$ cat src/rtl/data_mem_arbiter_pkg.sv
// data_mem_arb_pkg
//   Shared types and constants for the data memory arbiter: FSM state
//   encoding, doubleword size, default geometry and the address range check.
package data_mem_arb_pkg;

  typedef enum logic {
    S_CORE = 1'b0,
    S_DMA  = 1'b1
  } arb_state_e;

  localparam int unsigned DW_BYTES         = 8;
  localparam int unsigned DEF_MEM_BYTES    = 512;
  localparam int unsigned DEF_MAX_BURST    = 8;
  localparam int unsigned DEF_STARVE_LIMIT = 4;

  // A doubleword access is legal only if all eight bytes fit in the memory.
  // Plain unsigned 64-bit compare, so huge addresses never wrap into range.
  function automatic logic addr_in_range(input logic [63:0] addr,
                                         input int unsigned mem_bytes);
    return addr <= (64'(mem_bytes) - 64'(DW_BYTES));
  endfunction

endpackage

$ cat src/rtl/data_mem_arbiter_if.sv
// data_mem_arbiter_if
//   Bundles the three buses around the arbiter:
//     core_* : MEM-stage request (req/we/addr/wdata in, stall/rdata/err out)
//     dma_*  : DMA burst request (req/we/addr/len/wdata in,
//              gnt/rdata/rvalid/done/err out)
//     mem_*  : single-port data memory (addr/wdata/write/read out, rdata in)
//   Modport slave is the arbiter's view, master is the view of the
//   surrounding core/DMA/memory environment.
interface data_mem_arbiter_if;
  import data_mem_arb_pkg::*;

  localparam int unsigned DW = DW_BYTES * 8;

  logic          core_req;
  logic          core_we;
  logic [63:0]   core_addr;
  logic [DW-1:0] core_wdata;
  logic          core_stall;
  logic [DW-1:0] core_rdata;
  logic          core_err;

  logic          dma_req;
  logic          dma_we;
  logic [63:0]   dma_addr;
  logic [2:0]    dma_len;
  logic [DW-1:0] dma_wdata;
  logic          dma_gnt;
  logic [DW-1:0] dma_rdata;
  logic          dma_rvalid;
  logic          dma_done;
  logic          dma_err;

  logic [63:0]   mem_addr;
  logic [DW-1:0] mem_wdata;
  logic          mem_write;
  logic          mem_read;
  logic [DW-1:0] mem_rdata;

  modport slave (
    input  core_req, core_we, core_addr, core_wdata,
    output core_stall, core_rdata, core_err,
    input  dma_req, dma_we, dma_addr, dma_len, dma_wdata,
    output dma_gnt, dma_rdata, dma_rvalid, dma_done, dma_err,
    output mem_addr, mem_wdata, mem_write, mem_read,
    input  mem_rdata
  );

  modport master (
    output core_req, core_we, core_addr, core_wdata,
    input  core_stall, core_rdata, core_err,
    output dma_req, dma_we, dma_addr, dma_len, dma_wdata,
    input  dma_gnt, dma_rdata, dma_rvalid, dma_done, dma_err,
    input  mem_addr, mem_wdata, mem_write, mem_read,
    output mem_rdata
  );

endinterface

$ cat src/rtl/data_mem_arbiter_burst_ctr.sv
// mem_arb_burst_ctr
//   Burst bookkeeping for the DMA port. Captures start address, direction and
//   length when a burst is admitted, steps the beat counter on every executed
//   beat and accumulates a sticky out-of-range flag.
//   Ports:
//     clk, rst_n      : clock, async active-low reset
//     start_i         : capture addr_i/we_i/len_i, clear beat counter and error
//     addr_i, we_i,
//     len_i           : burst parameters (len_i = beats - 1)
//     beat_i          : a beat is executed this cycle
//     beat_addr_o     : byte address of the current beat
//     beat_ok_o       : current beat address is inside the memory
//     we_o            : captured direction
//     last_o          : current beat is the final one
//     err_o           : some executed beat of this burst was out of range
//   MAX_BURST must be a power of two between 2 and 8 (len is 3 bits).
module mem_arb_burst_ctr
  import data_mem_arb_pkg::*;
#(
  parameter int unsigned MEM_BYTES = DEF_MEM_BYTES,
  parameter int unsigned MAX_BURST = DEF_MAX_BURST
) (
  input  logic        clk,
  input  logic        rst_n,
  input  logic        start_i,
  input  logic [63:0] addr_i,
  input  logic        we_i,
  input  logic [2:0]  len_i,
  input  logic        beat_i,
  output logic [63:0] beat_addr_o,
  output logic        beat_ok_o,
  output logic        we_o,
  output logic        last_o,
  output logic        err_o
);

  localparam int unsigned LEN_W = $clog2(MAX_BURST);

  logic [63:0]      base_q, base_d;
  logic [LEN_W-1:0] len_q, len_d;
  logic [LEN_W-1:0] beat_q, beat_d;
  logic             we_q, we_d;
  logic             err_q, err_d;
  logic [64:0]      sum;

  // One extra bit catches a base+offset carry past 2^64; such a beat is
  // treated as out of range instead of wrapping to a low address.
  assign sum         = {1'b0, base_q} + (65'(beat_q) << 3);
  assign beat_addr_o = sum[63:0];
  assign beat_ok_o   = !sum[64] && addr_in_range(sum[63:0], MEM_BYTES);
  assign we_o        = we_q;
  assign last_o      = (beat_q == len_q);
  assign err_o       = err_q;

  always_comb begin
    base_d = base_q;
    len_d  = len_q;
    beat_d = beat_q;
    we_d   = we_q;
    err_d  = err_q;
    if (start_i) begin
      base_d = addr_i;
      len_d  = len_i[LEN_W-1:0];
      we_d   = we_i;
      beat_d = '0;
      err_d  = 1'b0;
    end else if (beat_i) begin
      err_d = err_q | !beat_ok_o;
      if (!last_o) beat_d = beat_q + LEN_W'(1);
    end
  end

  always_ff @(posedge clk or negedge rst_n) begin
    if (!rst_n) begin
      base_q <= '0;
      len_q  <= '0;
      beat_q <= '0;
      we_q   <= 1'b0;
      err_q  <= 1'b0;
    end else begin
      base_q <= base_d;
      len_q  <= len_d;
      beat_q <= beat_d;
      we_q   <= we_d;
      err_q  <= err_d;
    end
  end

endmodule

$ cat src/rtl/data_mem_arbiter.sv
// data_mem_arbiter
//   Shares the single-port 64-bit data memory between the MEM stage (core,
//   default owner, zero-latency reads) and a DMA port doing non-preemptable
//   bursts of 1..MAX_BURST doublewords. DMA gets in when the core is idle or
//   after STARVE_LIMIT consecutive contended cycles.
//   Ports:
//     clk, rst_n : clock, async active-low reset
//     bus        : core_*, dma_* and mem_* signals (slave modport)
//
//   state  | meaning
//   -------+---------------------------------------------------------------
//   S_CORE | core owns memory; combinational pass-through, never stalled
//   S_DMA  | one DMA beat per cycle until the last beat; core is stalled
module data_mem_arbiter
  import data_mem_arb_pkg::*;
#(
  parameter int unsigned MEM_BYTES    = DEF_MEM_BYTES,
  parameter int unsigned MAX_BURST    = DEF_MAX_BURST,
  parameter int unsigned STARVE_LIMIT = DEF_STARVE_LIMIT
) (
  input logic               clk,
  input logic               rst_n,
  data_mem_arbiter_if.slave bus
);

  localparam int unsigned   SW         = $clog2(STARVE_LIMIT + 1);
  localparam logic [SW-1:0] STARVE_MAX = SW'(STARVE_LIMIT - 1);

  arb_state_e    state_q, state_d;
  logic [SW-1:0] starve_q, starve_d;

  logic          start;
  logic          beat;
  logic [63:0]   beat_addr;
  logic          beat_ok;
  logic          burst_we;
  logic          burst_last;
  logic          burst_err;
  logic          core_ok;

  logic [63:0]   mem_addr_c;
  logic [63:0]   mem_wdata_c;
  logic          mem_read_c;
  logic          mem_write_c;
  logic          core_stall_c;
  logic [63:0]   core_rdata_c;
  logic          core_err_c;

  logic          dma_rvalid_q;
  logic [63:0]   dma_rdata_q;
  logic          dma_done_q;

  mem_arb_burst_ctr #(
    .MEM_BYTES (MEM_BYTES),
    .MAX_BURST (MAX_BURST)
  ) u_burst_ctr (
    .clk         (clk),
    .rst_n       (rst_n),
    .start_i     (start),
    .addr_i      (bus.dma_addr),
    .we_i        (bus.dma_we),
    .len_i       (bus.dma_len),
    .beat_i      (beat),
    .beat_addr_o (beat_addr),
    .beat_ok_o   (beat_ok),
    .we_o        (burst_we),
    .last_o      (burst_last),
    .err_o       (burst_err)
  );

  assign core_ok = addr_in_range(bus.core_addr, MEM_BYTES);

  always_comb begin
    state_d      = state_q;
    starve_d     = starve_q;
    start        = 1'b0;
    beat         = 1'b0;
    mem_addr_c   = '0;
    mem_wdata_c  = '0;
    mem_read_c   = 1'b0;
    mem_write_c  = 1'b0;
    core_stall_c = 1'b0;
    core_rdata_c = '0;
    core_err_c   = 1'b0;

    unique case (state_q)
      S_CORE: begin
        if (bus.core_req) begin
          mem_addr_c  = bus.core_addr;
          mem_wdata_c = bus.core_wdata;
          mem_read_c  = !bus.core_we && core_ok;
          mem_write_c = bus.core_we && core_ok;
          core_err_c  = !core_ok;
          if (!bus.core_we && core_ok) core_rdata_c = bus.mem_rdata;
        end

        if (!bus.dma_req) begin
          starve_d = '0;
        end else if (bus.core_req && starve_q != STARVE_MAX) begin
          starve_d = starve_q + SW'(1);
        end

        // A forced entry still serves the core in this cycle; the stall
        // starts with the first beat.
        if (bus.dma_req && (!bus.core_req || starve_q == STARVE_MAX)) begin
          state_d  = S_DMA;
          start    = 1'b1;
          starve_d = '0;
        end
      end

      S_DMA: begin
        beat         = 1'b1;
        starve_d     = '0;
        mem_addr_c   = beat_addr;
        mem_wdata_c  = bus.dma_wdata;
        mem_read_c   = !burst_we && beat_ok;
        mem_write_c  = burst_we && beat_ok;
        core_stall_c = bus.core_req;
        if (burst_last) state_d = S_CORE;
      end

      default: state_d = S_CORE;
    endcase
  end

  always_ff @(posedge clk or negedge rst_n) begin
    if (!rst_n) begin
      state_q      <= S_CORE;
      starve_q     <= '0;
      dma_rvalid_q <= 1'b0;
      dma_rdata_q  <= '0;
      dma_done_q   <= 1'b0;
    end else begin
      state_q      <= state_d;
      starve_q     <= starve_d;
      dma_rvalid_q <= beat && !burst_we;
      dma_rdata_q  <= (beat && !burst_we && beat_ok) ? bus.mem_rdata : '0;
      dma_done_q   <= beat && burst_last;
    end
  end

  assign bus.mem_addr   = mem_addr_c;
  assign bus.mem_wdata  = mem_wdata_c;
  // Strobes are killed directly by rst_n so a core request held through
  // reset can never commit a write.
  assign bus.mem_read   = mem_read_c && rst_n;
  assign bus.mem_write  = mem_write_c && rst_n;

  assign bus.core_stall = core_stall_c;
  assign bus.core_rdata = core_rdata_c;
  assign bus.core_err   = core_err_c;

  assign bus.dma_gnt    = beat;
  assign bus.dma_rdata  = dma_rdata_q;
  assign bus.dma_rvalid = dma_rvalid_q;
  assign bus.dma_done   = dma_done_q;
  assign bus.dma_err    = dma_done_q && burst_err;

endmodule
$ cat src/flat_wrapper.sv
// flat-port wrapper written by rule: the top's interface ports become plain ports
module data_mem_arbiter_flat import data_mem_arb_pkg::*;
#(
  parameter int unsigned MEM_BYTES    = DEF_MEM_BYTES,
  parameter int unsigned MAX_BURST    = DEF_MAX_BURST,
  parameter int unsigned STARVE_LIMIT = DEF_STARVE_LIMIT
)
  (clk, rst_n, bus_core_req, bus_core_we, bus_core_addr, bus_core_wdata, bus_core_stall, bus_core_rdata, bus_core_err, bus_dma_req, bus_dma_we, bus_dma_addr, bus_dma_len, bus_dma_wdata, bus_dma_gnt, bus_dma_rdata, bus_dma_rvalid, bus_dma_done, bus_dma_err, bus_mem_addr, bus_mem_wdata, bus_mem_write, bus_mem_read, bus_mem_rdata);
  data_mem_arbiter_if bus_i ();
  input logic clk;
  input logic rst_n;
  input wire logic [$bits(bus_i.core_req)-1:0] bus_core_req;
  input wire logic [$bits(bus_i.core_we)-1:0] bus_core_we;
  input wire logic [$bits(bus_i.core_addr)-1:0] bus_core_addr;
  input wire logic [$bits(bus_i.core_wdata)-1:0] bus_core_wdata;
  output wire logic [$bits(bus_i.core_stall)-1:0] bus_core_stall;
  output wire logic [$bits(bus_i.core_rdata)-1:0] bus_core_rdata;
  output wire logic [$bits(bus_i.core_err)-1:0] bus_core_err;
  input wire logic [$bits(bus_i.dma_req)-1:0] bus_dma_req;
  input wire logic [$bits(bus_i.dma_we)-1:0] bus_dma_we;
  input wire logic [$bits(bus_i.dma_addr)-1:0] bus_dma_addr;
  input wire logic [$bits(bus_i.dma_len)-1:0] bus_dma_len;
  input wire logic [$bits(bus_i.dma_wdata)-1:0] bus_dma_wdata;
  output wire logic [$bits(bus_i.dma_gnt)-1:0] bus_dma_gnt;
  output wire logic [$bits(bus_i.dma_rdata)-1:0] bus_dma_rdata;
  output wire logic [$bits(bus_i.dma_rvalid)-1:0] bus_dma_rvalid;
  output wire logic [$bits(bus_i.dma_done)-1:0] bus_dma_done;
  output wire logic [$bits(bus_i.dma_err)-1:0] bus_dma_err;
  output wire logic [$bits(bus_i.mem_addr)-1:0] bus_mem_addr;
  output wire logic [$bits(bus_i.mem_wdata)-1:0] bus_mem_wdata;
  output wire logic [$bits(bus_i.mem_write)-1:0] bus_mem_write;
  output wire logic [$bits(bus_i.mem_read)-1:0] bus_mem_read;
  input wire logic [$bits(bus_i.mem_rdata)-1:0] bus_mem_rdata;
  assign bus_i.core_req = bus_core_req;
  assign bus_i.core_we = bus_core_we;
  assign bus_i.core_addr = bus_core_addr;
  assign bus_i.core_wdata = bus_core_wdata;
  assign bus_core_stall = bus_i.core_stall;
  assign bus_core_rdata = bus_i.core_rdata;
  assign bus_core_err = bus_i.core_err;
  assign bus_i.dma_req = bus_dma_req;
  assign bus_i.dma_we = bus_dma_we;
  assign bus_i.dma_addr = bus_dma_addr;
  assign bus_i.dma_len = bus_dma_len;
  assign bus_i.dma_wdata = bus_dma_wdata;
  assign bus_dma_gnt = bus_i.dma_gnt;
  assign bus_dma_rdata = bus_i.dma_rdata;
  assign bus_dma_rvalid = bus_i.dma_rvalid;
  assign bus_dma_done = bus_i.dma_done;
  assign bus_dma_err = bus_i.dma_err;
  assign bus_mem_addr = bus_i.mem_addr;
  assign bus_mem_wdata = bus_i.mem_wdata;
  assign bus_mem_write = bus_i.mem_write;
  assign bus_mem_read = bus_i.mem_read;
  assign bus_i.mem_rdata = bus_mem_rdata;
  data_mem_arbiter #(.MEM_BYTES(MEM_BYTES), .MAX_BURST(MAX_BURST), .STARVE_LIMIT(STARVE_LIMIT)) u_core (.clk(clk), .rst_n(rst_n), .bus(bus_i));
endmodule
$ cat config.mk
export PLATFORM = sky130hd
export DESIGN_NAME = data_mem_arbiter_flat
export DESIGN_NICKNAME = d
export VERILOG_FILES = /design/src/rtl/data_mem_arbiter_pkg.sv /design/src/rtl/data_mem_arbiter_if.sv /design/src/rtl/data_mem_arbiter_burst_ctr.sv /design/src/rtl/data_mem_arbiter.sv /design/src/flat_wrapper.sv
export SDC_FILE = /design/constraint.sdc
export NUM_CORES = 1
export LEC_CHECK = 0
export CAP_MARGIN = 20
export CORE_AREA = 2 2 233 235
export CTS_CLUSTER_DIAMETER = 40
export DETAILED_ROUTE_END_ITERATION = 10
export DIE_AREA = 0 0 235 237
export GPL_TIMING_DRIVEN = 0
export PLACE_DENSITY = 0.48
export SLEW_MARGIN = 10
export SYNTH_ARGS = -nofsm -noshare
export SYNTH_HDL_FRONTEND = slang
export SYNTH_SLANG_ARGS = --single-unit
$ cat constraint.sdc
create_clock -name clk -period 6.9 [get_ports clk]
set_input_delay 1.035 -clock clk [delete_from_list [all_inputs] [get_ports clk]]
set_output_delay 1.035 -clock clk [all_outputs]
set_load 0.01 [all_outputs]
Word-level counts from Yosys, hierarchy flattened. Cells that the tools add are included.

Add/sub/neg operators: 3. Magnitude comparators: 2. Equal/unequal tests: 5. Multiplexer cells: 29. Bitwise operators: 2. Reduce and logical (&&, ||, !) cells: 22.

Operator list (number): $mux 64 (6); $pmux 64 s2 (2); $le 64x9->1 const B (2); $add 64x6->65 (1); $mux 3 (6); $logic_and 1x1->1 (13); $mux 1 (11); $add 3x1->3 const B (2); $logic_not 1->1 (6); $pmux 1 s2 (3); $pmux 3 s2 (1); $ne 4x2->1 const B (1); $eq 3x2->1 const B (1); $eq 3x3->1 (1); $ne 3x2->1 const B (1); $ne 2x1->1 const B (1); $reduce_and 2->1 (1); $reduce_bool 2->1 (1); $logic_or 1x1->1 (1); $not 1->1 (1); $or 1x1->1 (1).

Register bits: 142. Input port bits: 329. Output and inout port bits: 264. Word-level logic and storage cells: 73.

Depth between registers and ports, before layout.
Depth in word-level cells: 7. Depth in mapped cells: 14. Gate-level depth less buffers: 12.

By module. A second synthesis with hierarchy kept.

Cell total of the unflattened synthesis: 1117. Area total of the unflattened synthesis: 9628.0 sq um.

By module, submodules not included: mem_arb_burst_ctr (instances 1, cells an instance 528, area each 4931.0 sq um, sequential area each 1801.7 sq um); data_mem_arbiter (instances 1, cells an instance 589, area each 4697.0 sq um, sequential area each 1751.7 sq um).

Worst setup path before layout. Ideal clock, no wire load.

Path type: reg-to-output. From: reg u_core.u_burst_ctr.beat_q[0]. To: out bus_mem_read. Arrival time: 3.429 ns. Data required time: 5.865 ns. Slack: 2.436 ns. Stages on the path, launching flop included: 14. Path buffers: 1. Cell sequence: dfrtp_1 -> ha_1 -> inv_1 -> fa_1 -> nand2b_1 -> a211oi_1 -> and4_1 -> nor3b_1 -> o2111ai_1 -> nor4_1 -> nand3_1 -> nor4_4 -> clkbuf_2 -> o21a_1.

Cells in the longest elaborated chain, start to end: 6. Elaborated cells on any way between the ends: 7. Those cells by class: add/sub: 1; order compare: 1; mux: 1; reduce/logical: 4.

Ends and longest elaborated chain: start, declared (line data_mem_arbiter_burst_ctr.sv:41) `logic [LEN_W-1:0] beat_q, beat_d;`; start signal, assigned (line data_mem_arbiter_burst_ctr.sv:83) `beat_q <= beat_d;`; $add 64x6->65 * (line data_mem_arbiter_burst_ctr.sv:48) `assign sum = {1'b0, base_q} + (65'(beat_q) << 3);`; $le 64x9->1 / $logic_not 1->1 (equally long branches) (line data_mem_arbiter_pkg.sv:20, data_mem_arbiter_burst_ctr.sv:50); $logic_and 1x1->1 * (line data_mem_arbiter_burst_ctr.sv:50) `assign beat_ok_o = !sum[64] && addr_in_range(sum[63:0], MEM_BYTES);`; $logic_and 1x1->1 * (line data_mem_arbiter.sv:117) `mem_read_c = !burst_we && beat_ok;`; $pmux 1 s2 * (line data_mem_arbiter.sv:86) `unique case (state_q)`; $logic_and 1x1->1 * (line data_mem_arbiter.sv:147) `assign bus.mem_read = mem_read_c && rst_n;`; end, declared (line flat_wrapper.sv:32) `output wire logic [$bits(bus_i.mem_read)-1:0] bus_mem_read;`.

Every way passes the cells marked *; elsewhere a longest branch is shown, timed or not.

Worst setup path after layout.
From: in bus_core_addr[39]. To: out bus_core_rdata[34].

Cells in the longest elaborated chain, start to end: 5.

Ends and longest elaborated chain: start, declared (line flat_wrapper.sv:14) `input wire logic [$bits(bus_i.core_addr)-1:0] bus_core_addr;`; $le 64x9->1 (line data_mem_arbiter_pkg.sv:20) `return addr <= (64'(mem_bytes) - 64'(DW_BYTES));`; $logic_and 1x1->1 (line data_mem_arbiter.sv:94) `if (!bus.core_we && core_ok) core_rdata_c = bus.mem_rdata;`; $mux 64 (line data_mem_arbiter.sv:94); $mux 64 (line data_mem_arbiter.sv:88) `if (bus.core_req) begin`; $mux 64 (line data_mem_arbiter.sv:86); end, declared (line flat_wrapper.sv:17) `output wire logic [$bits(bus_i.core_rdata)-1:0] bus_core_rdata;`.

No other way between the ends.

==> results.yml <==
placed_design:
  hpwl_mm: 48.3
  dp.cells: 2283
  buffer_ports.inserted: 592
  preCtsSetupSlack_ns: -0.0603
  globalplace.congestion: 0.921
finish:
  final_cells: 2316
  n_fill_cell: 5584
  drive_above_1_share: 0.0754
  area_delta_synth_final_pct: 80.9
  multi_input_area_mm2: 0.00522
  nets: 1944
  end_of_flow_core_utilization: 0.312
  area_of_all_sequential_standard_cells_mm2: 0.00355
global_route:
  first_global_vias: 10900
  global_route_wire_length_before_repair_mm: 79.9
  grt.total_usage: 0.199
  antenna_found_initial: 6
  gr-total-overflow: 0
  largest_net_degree_at_the_start_of_global_routing: 82
route:
  avgViaCountPerCell: 4.58
  wirelength_mm: 57.0
  drc_errors: 0
  drt.antenna.violating_nets: 0
  iteration_0_drc_count_of_the_detailed_router: 567
  via_count: 10600
  first_pass_iters: 5
  wl_per_cell_um: 24.6
setup_path:
  critical_path_required_time_ns: 5.86
  crit_family: "simple AND/OR/NAND/NOR gates"
  cp_num_buf_inv: 4
  critical_path_class: "input pin to primary output"
  crit_chain: "clkdlybuf4s50_1 > nor4_1 > nand4_1 > nor4_1 > o31ai_1 > nor4_2 > clkbuf_1 > clkbuf_1 > and2_1 > clkdlybuf4s50_1"
  setup_slack_on_the_worst_flop_to_flop_path_ns: 2.19
  timing.critical_path.slowest_stage_cell: "sky130_fd_sc_hd__nor4_1"
  worst_reg2reg_path_endpoint: "u_core.bus.dma_rdata[46]"
  endpoint_kind: "primary output"
  start_kind: "input pin"
  timing.critical_path.slowest_cell_delay_ns: 0.69
  worst-path-max-fanout: 10
  worst-r2r-cell-count: 13
  crit-reg2reg-launch: "u_core.u_burst_ctr.beat_q[2]"
  crit_arrival_ns: 5.63
timing:
  finalHoldViolations: 0
  tightest_slew_ns: 0.948
  layout_min_cycle_time_ns: 6.66
  setup_repair_after_global_routing_missed_its_margin: "no"
  slew_headroom: 0.366
  worst_clock_skew_ns: 0.0195
  final.period_utilization: 0.965
  slew_violations: 0
  max_freq_mhz: 150
  final_critical_path_setup_slack_ns: 0.239
  setup_violations: 0
  timing.setup.tns_ns: 0
clock_network:
  cts_repair_resize_count: 1
  cts_max_path_buffers: 2
  post_cts_hold_buffer_count: 0
  cts.htree.levels: 4
  post_cts_setup_buffers: 0
  cts.sinks: 142
  cts-buffers-inserted: 17
  tritoncts: "built"
  ctsRootBufferMaster: "sky130_fd_sc_hd__clkbuf_16"
  clkLatencyLatePin_ns: 0.48
  path_clk_slew_ns: 0.06
hold_path:
  hold_depth: 1
  hold_path_startpoint: "u_core.starve_q[0]"
  worstHoldPathType: "register to register"
  hold_worst_path_end: "u_core.starve_q[0]"
yosys:
  synthCells: 993
  synth.top_cells.by_count: "142 x sky130_fd_sc_hd__dfrtp_1, 130 x sky130_fd_sc_hd__and2_1, 86 x sky130_fd_sc_hd__a22o_1"
  yosys-top-cells-area: "sky130_fd_sc_hd__dfrtp_1 39%, sky130_fd_sc_hd__and2_1 8.9%, sky130_fd_sc_hd__a22o_1 8.2%"
  synth_area_mm2: 0.00919
  synth.avg_cell_area_um2: 9.25
  post_synth_num_cell_types: 60
  synth_ff_type: "sky130_fd_sc_hd__dfrtp_1"
  seq_total_area_yosys: 0.387
  number_of_synthesis_warnings: 0
  ys_seq_elements: 142
  synth-async-reset-ratio: 1.00
  synth.net_count: 1329
  count_leader_synth: "sky130_fd_sc_hd__dfrtp_1"
  post_synth_top_area_share: 0.387
  yosysTopAreaCell: "sky130_fd_sc_hd__dfrtp_1"
  synth_enable_flop_cells: 0
status:
  outcome: "complete, no violations"
power_and_ir_drop:
  power_density_mw_per_mm2: 326
  power.total_w: 0.00541
  vdd_ir_drop_max_v: 0.000142
  switching_share: 0.427
  proportion_of_power_drawn_by_the_clock_network: 0.176
  combinationalPowerShare: 0.578
  internal_power_w: 0.00310
  power_frac_seq: 0.246
  netSwitchingPower_w: 0.00231
  p_leak_nw: 6.33
die:
  fp.coreArea_mm2: 0.0533
  core.rowCount: 85
  floorplan.initialDensity: 0.172
  floorplan.die.height_um: 237
  horizontal_extent_of_the_die_um: 235
  dieArea_mm2: 0.0557
  ios: 593
run:
  drv.max_cap_violation_count: 0
==> cell usage in the layout (no fill, tap or decap), types with 11 or more instances in the layout <==
master	instances
sky130_fd_sc_hd__a21oi_1	14
sky130_fd_sc_hd__a22o_1	86
sky130_fd_sc_hd__and2_1	130
sky130_fd_sc_hd__and3_1	11
sky130_fd_sc_hd__clkbuf_1	58
sky130_fd_sc_hd__clkbuf_16	17
sky130_fd_sc_hd__clkdlybuf4s50_1	591
sky130_fd_sc_hd__dfrtp_1	142
sky130_fd_sc_hd__inv_1	19
sky130_fd_sc_hd__mux2_2	66
sky130_fd_sc_hd__nand2_1	78
sky130_fd_sc_hd__nand3_1	35
sky130_fd_sc_hd__nand4_1	29
sky130_fd_sc_hd__nor2_1	47
sky130_fd_sc_hd__nor3_1	16
sky130_fd_sc_hd__nor4_1	31
sky130_fd_sc_hd__o21ai_0	47
sky130_fd_sc_hd__xnor2_1	42
sky130_fd_sc_hd__xor2_1	18
==> metal layers <==
layer / share of wire / global-route usage / vias up
li1: - / - / 4825
met2: 0.46 / 0.316 / 535
met5: 0.0011 / 0 / -
met4: 0.023 / 0.0633 / 10
met3: 0.075 / 0.0599 / 69
met1: 0.44 / 0.259 / 5161
==> per-stage QoR <==
stage,area [um2],hold slack [ns]
after floorplan,9190,0.408
after global placement,16000,0.423
after detailed placement,16000,0.424
after CTS,16600,0.433
after global routing,16600,0.456
final,16600,0.430
==> worst max-delay path by stage <==
| stage | startpoint | end | depth (start not counted) |
|---|---|---|---|
| 6_report | bus_core_addr[39] | bus_core_rdata[34] | 10 |
| 3_3_place_gp | rst_n | bus_mem_write | 3 |
| 4_1_cts | u_core.u_burst_ctr.beat_q[0] | bus_mem_read | 14 |
| 3_5_place_dp | bus_core_addr[39] | bus_core_rdata[34] | 10 |
| 5_1_grt | u_core.u_burst_ctr.beat_q[2] | bus_mem_read | 13 |
| 2_1_floorplan | u_core.u_burst_ctr.beat_q[0] | bus_mem_read | 13 |
==> cell families (layout without fill, tap and decap cells) <==
group / Yosys count / after routing / share of synthesized area
simple gates: 420 / 420 / 0.254
compound gates: 200 / 200 / 0.162
flops: 142 / 142 / 0.387
buf+inv: 95 / 721 / 0.0455
mux: 69 / 69 / 0.0842
xor+xnor: 60 / 60 / 0.0572
fa+ha+maj: 7 / 7 / 0.0103
other cells: 0 / 1 / 0
==> cell type report <==
type                    count  share of cell area
clock inverters            11             0.00866
multi-input cells         756               0.314
diodes                      1            0.000151
plain buffers              75              0.0206
flip-flops and latches    142               0.214
repair buffers            596               0.360
inverters                  20             0.00452
well taps                 696              0.0524
clock buffers              19              0.0260
==> sequential cells by signal (all words and copies together) (netlist names), 3 cells and up <==
register,count
u_core.bus.dma_rdata,64
u_core.u_burst_ctr.base_q,64
u_core.starve_q,3
u_core.u_burst_ctr.beat_q,3
u_core.u_burst_ctr.len_q,3
==> power groups by stage <==
stage	Sequential (W)	Clock, W	Combinational [W]
finish	0.00133	0.000954	0.00313
global placement	0.00134	0	0.00311
global route	0.00136	0.00102	0.00333
CTS	0.00133	0.000993	0.00315
detailed placement	0.00134	0	0.00313
floorplan	0.00124	0	0.00151
Power figures use the tool's default switching activity.
